### src/rtl/s2p_pwm_ctrl_if.sv
// Host-side link and output pins of the serial-loaded PWM controller.
interface s2p_pwm_ctrl_if #(
  parameter int DW = 8
) ();
  logic            oe_n;
  logic            st_clk;
  logic            sin;
  logic            sout;
  logic [2*DW-1:0] dout;
  logic            pwm_out;

  modport master (
    output oe_n, st_clk, sin,
    input  sout, dout, pwm_out
  );

  modport slave (
    input  oe_n, st_clk, sin,
    output sout, dout, pwm_out
  );
endinterface

### src/rtl/s2p_pwm_ctrl.sv
// Serial shift chain -> storage latch -> glitch-free PWM generator.
// Optional build macro S2P_OE_TRISTATE_EN: dout floats instead of driving 0 when oe_n=1.
module s2p_pwm_ctrl #(
  parameter int DW = 8
) (
  input  logic           clk,
  input  logic           rst_n,
  s2p_pwm_ctrl_if.slave  bus
);
  localparam int SW = 2 * DW;

  logic [SW-1:0] sr_q,   sr_d;
  logic [SW-1:0] st_q,   st_d;
  logic [DW-1:0] per_q,  per_d;
  logic [DW-1:0] duty_q, duty_d;
  logic [DW-1:0] cnt_q,  cnt_d;
  logic          idle_s;
  logic          per_end_s;

  // Next-state for shift chain, latch, shadow registers and counter
  always_comb begin
    sr_d      = {sr_q[SW-2:0], bus.sin};
    st_d      = st_q;
    per_d     = per_q;
    duty_d    = duty_q;
    cnt_d     = cnt_q;
    idle_s    = (per_q == {DW{1'b0}});
    per_end_s = (cnt_q == (per_q - {{(DW-1){1'b0}}, 1'b1}));

    // latch captures the chain as it stood before this edge's shift
    if (bus.st_clk) begin
      st_d = sr_q;
    end else begin
      st_d = st_q;
    end

    // shadows only move at a period boundary (or when idle) to avoid glitches
    if (idle_s || per_end_s) begin
      per_d  = st_q[DW-1:0];
      duty_d = st_q[SW-1:DW];
      cnt_d  = {DW{1'b0}};
    end else begin
      per_d  = per_q;
      duty_d = duty_q;
      cnt_d  = cnt_q + {{(DW-1){1'b0}}, 1'b1};
    end
  end

  // State registers
  always_ff @(posedge clk or negedge rst_n) begin
    if (!rst_n) begin
      sr_q   <= {SW{1'b0}};
      st_q   <= {SW{1'b0}};
      per_q  <= {DW{1'b0}};
      duty_q <= {DW{1'b0}};
      cnt_q  <= {DW{1'b0}};
    end else begin
      sr_q   <= sr_d;
      st_q   <= st_d;
      per_q  <= per_d;
      duty_q <= duty_d;
      cnt_q  <= cnt_d;
    end
  end

  assign bus.sout    = sr_q[SW-1];
  assign bus.pwm_out = (!idle_s) && (cnt_q < duty_q);

`ifdef S2P_OE_TRISTATE_EN
  assign bus.dout = bus.oe_n ? {SW{1'bz}} : st_q;
`else
  assign bus.dout = bus.oe_n ? {SW{1'b0}} : st_q;
`endif

endmodule

### src/flat_wrapper.sv
// flat-port wrapper written by rule: the top's interface ports become plain ports
module s2p_pwm_ctrl_flat 
#(
  parameter int DW = 8
)
  (clk, rst_n, bus_oe_n, bus_st_clk, bus_sin, bus_sout, bus_dout, bus_pwm_out);
  s2p_pwm_ctrl_if #(.DW(DW)) bus_i ();
  input  logic clk;
  input  logic rst_n;
  input wire logic [$bits(bus_i.oe_n)-1:0] bus_oe_n;
  input wire logic [$bits(bus_i.st_clk)-1:0] bus_st_clk;
  input wire logic [$bits(bus_i.sin)-1:0] bus_sin;
  output wire logic [$bits(bus_i.sout)-1:0] bus_sout;
  output wire logic [$bits(bus_i.dout)-1:0] bus_dout;
  output wire logic [$bits(bus_i.pwm_out)-1:0] bus_pwm_out;
  assign bus_i.oe_n = bus_oe_n;
  assign bus_i.st_clk = bus_st_clk;
  assign bus_i.sin = bus_sin;
  assign bus_sout = bus_i.sout;
  assign bus_dout = bus_i.dout;
  assign bus_pwm_out = bus_i.pwm_out;
  s2p_pwm_ctrl #(.DW(DW)) u_core (.clk(clk), .rst_n(rst_n), .bus(bus_i));
endmodule
### config.mk
export PLATFORM = sky130hd
export DESIGN_NAME = s2p_pwm_ctrl_flat
export DESIGN_NICKNAME = d
export VERILOG_FILES = /design/src/rtl/s2p_pwm_ctrl_if.sv /design/src/rtl/s2p_pwm_ctrl.sv /design/src/flat_wrapper.sv
export SDC_FILE = /design/constraint.sdc
export NUM_CORES = 1
export LEC_CHECK = 0
export ABC_AREA = 1
export CAP_MARGIN = 10
export CELL_PAD_IN_SITES_DETAIL_PLACEMENT = 1
export CELL_PAD_IN_SITES_GLOBAL_PLACEMENT = 2
export CORE_MARGIN = 4
export CORE_UTILIZATION = 36
export CTS_BUF_LIST = sky130_fd_sc_hd__clkbuf_4
export CTS_CLUSTER_DIAMETER = 150
export CTS_CLUSTER_SIZE = 28
export DETAILED_ROUTE_END_ITERATION = 8
export PLACE_DENSITY = 0.88
export REMOVE_ABC_BUFFERS = 1
export SLEW_MARGIN = 5
export SYNTH_ARGS = -nofsm -noshare
export SYNTH_HDL_FRONTEND = slang
export SYNTH_SLANG_ARGS = --single-unit
### constraint.sdc
create_clock -name clk -period 2.3 [get_ports clk]
set_input_delay 0.345 -clock clk [delete_from_list [all_inputs] [get_ports clk]]
set_output_delay 0.345 -clock clk [all_outputs]
set_load 0.01 [all_outputs]
### Word-level counts from Yosys, hierarchy flattened

Cells that the tools add are included.

| storage, ports and cells | value |
|---|---|
| bits in read-only memories | 0 |
| memories | 0 |
| word-level logic and storage cells | 15 |
| latch bits | 0 |
| bits of input ports | 5 |
| memory bits (writable) | 0 |
| register bits | 56 |

| operators by class | value |
|---|---|
| divide/modulo/power cells | 0 |
| mux-type cells | 2 |
| reductions and logical operators | 4 |
| equal/unequal tests | 1 |
| add/sub/neg operators | 2 |
| shift operators | 0 |
| bitwise gates (word level) | 0 |
| $lt $le $gt $ge | 1 |
| multiply operators | 0 |

Operator list:

| kind | count |
|---|---|
| 16-bit two-way mux | 1 |
| 8-bit by 1-bit adder with 8-bit output, second input constant | 1 |
| 8-bit == test | 1 |
| 8-bit logical NOT | 1 |
| 8-bit less-than comparator | 1 |
| 8-bit two-way mux | 1 |
| 8-bit by 1-bit subtractor with 8-bit output, second input constant | 1 |
| 1-bit logical AND | 1 |
| 1-bit logical NOT | 1 |
| 1-bit logical OR | 1 |

### Longest topological paths before layout

| depth | value |
|---|---|
| word-level depth | 4 |
| mapped depth | 14 |
| depth with buffers taken out | 13 |

### Worst setup path after synthesis

OpenSTA, ideal clock, no wires.

| timing path | value |
|---|---|
| path kind | register to output |
| from | register u_core.per_q[0] |
| to | output port bus_pwm_out |
| buffers on the path | 2 |
| cell stages (with the launch flop) | 8 |
| data arrival time | 1.524 ns |
| slack | 0.431 ns |
| cells stage by stage | dfrtp_1 > inv_2 > ha_1 > nand4_1 > or2_1 > buf_2 > buf_2 > o211a_1 |

| between the ends | value |
|---|---|
| cells in the longest elaborated chain, start to end | 3 |

RTL lines:

| what | RTL line | text |
|---|---|---|
| start, declared | s2p_pwm_ctrl.sv:14 | `logic [DW-1:0] per_q, per_d;` |
| start signal, assigned | s2p_pwm_ctrl.sv:54 | `per_q <= {DW{1'b0}};` |
| start signal, assigned | s2p_pwm_ctrl.sv:60 | `per_q <= per_d;` |
| 8-bit logical NOT | s2p_pwm_ctrl.sv:27 | `idle_s = (per_q == {DW{1'b0}});` |
| 1-bit logical NOT | s2p_pwm_ctrl.sv:67 | `assign bus.pwm_out = (!idle_s) && (cnt_q < duty_q);` |
| 1-bit logical AND | s2p_pwm_ctrl.sv:67 |  |
| end, declared | flat_wrapper.sv:15 | `output wire logic [$bits(bus_i.pwm_out)-1:0] bus_pwm_out;` |

Every way passes these cells.

### Final worst setup path

| timing path | value |
|---|---|
| from | register u_core.cnt_q[3] |
| to | output port bus_pwm_out |

| between the ends | value |
|---|---|
| cells in the longest elaborated chain, start to end | 2 |

RTL lines:

| what | RTL line | text |
|---|---|---|
| start, declared | s2p_pwm_ctrl.sv:16 | `logic [DW-1:0] cnt_q, cnt_d;` |
| start signal, assigned | s2p_pwm_ctrl.sv:56 | `cnt_q <= {DW{1'b0}};` |
| start signal, assigned | s2p_pwm_ctrl.sv:62 | `cnt_q <= cnt_d;` |
| 8-bit less-than comparator | s2p_pwm_ctrl.sv:67 |  |
| 1-bit logical AND | s2p_pwm_ctrl.sv:67 |  |

Every way passes these cells.

==> impl_metrics.csv <==
group,metric,value,unit
yosys,syn_inst,304,
clock_network,clock_latency,0.38,ns
placement,place.port_buffers,22,
pwr,power_leakage,0.00156,uW
pwr,power.density,1150,nW/um2
floorplanning,rows,30,
floorplanning,dieArea,8750,um2
routing,drtIter0Drc,82,
floorplanning,die_y,93.6,um
cells_and_area,nFillCells,812,
cells_and_area,diodes,0,
worst_setup_path,cp-start-kind,"flip-flop",
pwr,seqPwrFrac,0.399,
routing,via_per_inst,4.69,
cells_and_area,num-nets-final,356,
routing,drtAntennaViolNets,0,
floorplanning,die_w,93.6,um
global_route,grt_pass1_vias,2101,
outcome,status,"complete, no violations",
clock_network,clock-sinks,56,
global_route,grt_use_total,0.152,
cells_and_area,syn_to_final_growth,19.2,%
pwr,pwr-share-comb,0.479,
routing,routed_wl,6010,um
worst_hold_path,min_path_cells,1,
timing,tightest_slew,0.595,ns
pwr,clockPowerShare,0.122,
worst_setup_path,end_kind,"output port",
clock_network,cts-root-buf,"clkbuf_4",
timing,setup_viol,0,
global_route,grt_pass1_wl,10500,um
clock_network,cts_tree,"built",
worst_hold_path,hold_class,"input pin to flip-flop",
floorplanning,boundaryPins,23,
pwr,finalPower,3620,uW
routing,wl_per_cell,13.7,um
pwr,power_switching,1490,uW
routing,first_pass_iters,4,
cells_and_area,ff_latch_area,1410,um2
timing,fin_crit_sh,0.962,
yosys,synthDistinctLibCells,27,
worst_setup_path,required,1.96,ns
cells_and_area,drive_gt1_frac,0.157,
worst_setup_path,crit_type,"flip-flop to output port",
global_route,grt.overflow.total,0,
yosys,seq_area_frac_synth,0.532,
floorplanning,core_area,6940,um2
timing,finClkSkew,0.0121,ns
clock_network,clockBufferDepth,2,
clock_network,cts_buffers,5,
clock_network,clk_pin_slew_worst_paths,0.17,ns
pwr,p_sw_frac,0.410,
timing,report.final.slew_viol_count,0,
floorplanning,start_util,0.379,
yosys,ys_ff_latch,56,
routing,drc,0,
timing,maxClockFrequency,452,MHz
yosys,synthTopCellsByArea,"dfrtp_1, nand2_1, inv_1, nor2_1, nand3_1",
cells_and_area,multiInputGateArea,1040,um2
pwr,peakVddDrop,393,uV
yosys,avgSynthCellArea,8.67,um2
yosys,synth_area,2640,um2
clock_network,htreeDepth,2,
worst_setup_path,worst-path-max-fanout,2,
yosys,yosysTopAreaCell,"dfrtp_1",
global_route,grt_max_degree,35,
worst_setup_path,arrival,1.87,ns
run,max-cap-violations,0,
global_route,antenna_found_initial,0,
yosys,yosysWarnings,0,
worst_setup_path,r2r_cells,13,
timing,tns,0,ns
worst_setup_path,r2r_start,"u_core.per_q[0]$_DFFE_PN0P_",
worst_hold_path,worstHoldStart,"bus_sin",
pwr,power.internal,2130,uW
routing,routed-via-count,2059,
timing,period_needed,2.21,ns
placement,place_congestion,0.794,
worst_setup_path,crit_start,"u_core.cnt_q[3]$_DFF_PN0_",
placement,post-dp-hpwl,4220,um
yosys,synth_top_area_share,0.532,
cells_and_area,final_util,0.452,
timing,hold_viol,0,
timing,relSlewSlack,0.604,
-- stage by stage --
step	setup slack, ns	cell area [um2]	cells	hold WS [ns]
floorplan	0.427	2570	294	0.0494
global placement	0.208	2970	419	0.359
detailed placement	0.168	2970	419	0.362
CTS	0.0134	3090	434	0.399
global route	-0.0187	3140	439	0.379
finish	0.0868	3140	439	0.396
-- power by group through the flow --
stage | registers [uW] | clock network [uW] | logic, uW
final | 1440 | 441 | 1730
after global routing | 1480 | 492 | 1980
after CTS | 1450 | 454 | 1640
after detailed placement | 1500 | 0 | 1520
after global placement | 1490 | 0 | 1460
after floorplan | 1450 | 0 | 1030
-- per-layer routing --
layer / global-route usage / wire (um) / part of all wire
met2: 0.240 / 2890 / 0.48
met1: 0.219 / 2970 / 0.49
met4: 0.0361 / 56 / 0.0093
met5: 0 / 0 / 0
met3: 0.0265 / 90 / 0.015
-- critical path: stages (launching register included) --
cell	delay, ns
dfrtp_1	0.42
ha_1	0.32
a21oi_1	0.17
o21a_1	0.16
o211a_1	0.17
clkdlybuf4s15_1	0.24
-- flip-flops by register name, indices dropped and copies added (netlist names) --
name	count
u_core.per_q	8
u_core.st_q	16
u_core.cnt_q	8
u_core.sr_q	16
u_core.duty_q	8
-- cell usage after synthesis, drive strengths merged --
library cell,n
inv,38
xnor2,4
a21oi,4
nand4,3
o21ai,19
nand2,89
nor3,1
xor2,2
dfrtp,56
o211a,1
o21a,2
clkbuf,5
o21bai,1
ha,9
or2,2
nand3,24
buf,5
nor2,39
-- path summary, 6_finish.rpt --
path / end / slack [ns]
setup / recovery: bus_pwm_out / 0.09
hold / removal: u_core.sr_q[0]$_DFF_PN0_ / 0.40
setup reg to reg: u_core.per_q[4]$_DFFE_PN0P_ / 0.35
hold reg to reg: u_core.sr_q[15]$_DFF_PN0_ / 0.40
max in group asynchronous: u_core.st_q[4]$_DFFE_PN0P_ / 1.25
min in group asynchronous: u_core.cnt_q[0]$_DFF_PN0_ / 0.47
-- layout make-up --
type | count | area share
multi-input combinational | 200 | 0.333
clock buffer | 5 | 0.0119
clock inverter | 3 | 0.00597
sequential | 56 | 0.447
timing repair buffer | 41 | 0.119
tap | 96 | 0.0382
inverter | 38 | 0.0454
-- logic make-up (layout without fill, tap and decap cells) --
logic type	Yosys count	count (layout)	share of synthesized area
AOI/OAI and AO/OA	27	27	0.0560
xor gates and xnor gates	6	6	0.0199
adders and majority gates	9	9	0.0427
buffers and inverters	48	87	0.0788
DFF	56	56	0.532
and+or+nand+nor	158	158	0.271
-- what timing repair did --
action                                  CTS  global route
buffers inserted                          6             5
resized for setup                         5             5
hold buffers                              1             0
hold endpoints to repair                 22             0
endpoints found under the setup margin    1             1
cloned                                    0             0
pin swaps                                 0             1
-- cells in the final DEF, fill, tap and decap left out, types with 3 or more instances in the layout --
master | synthesis | routed
nand2_1 | 75 | 75
clkbuf_4 | 0 | 5
nor2_1 | 34 | 33
nand4_1 | 3 | 3
inv_1 | 37 | 36
nand3_1 | 23 | 23
buf_4 | 0 | 17
a21oi_1 | 4 | 3
xnor2_1 | 4 | 4
nor2_2 | 4 | 5
nand2_2 | 12 | 12
dfrtp_2 | 0 | 3
clkdlybuf4s50_1 | 0 | 20
dfrtp_1 | 56 | 53
o21ai_0 | 19 | 19
ha_1 | 9 | 8
No activity file was read; power rests on OpenSTA's default activity.
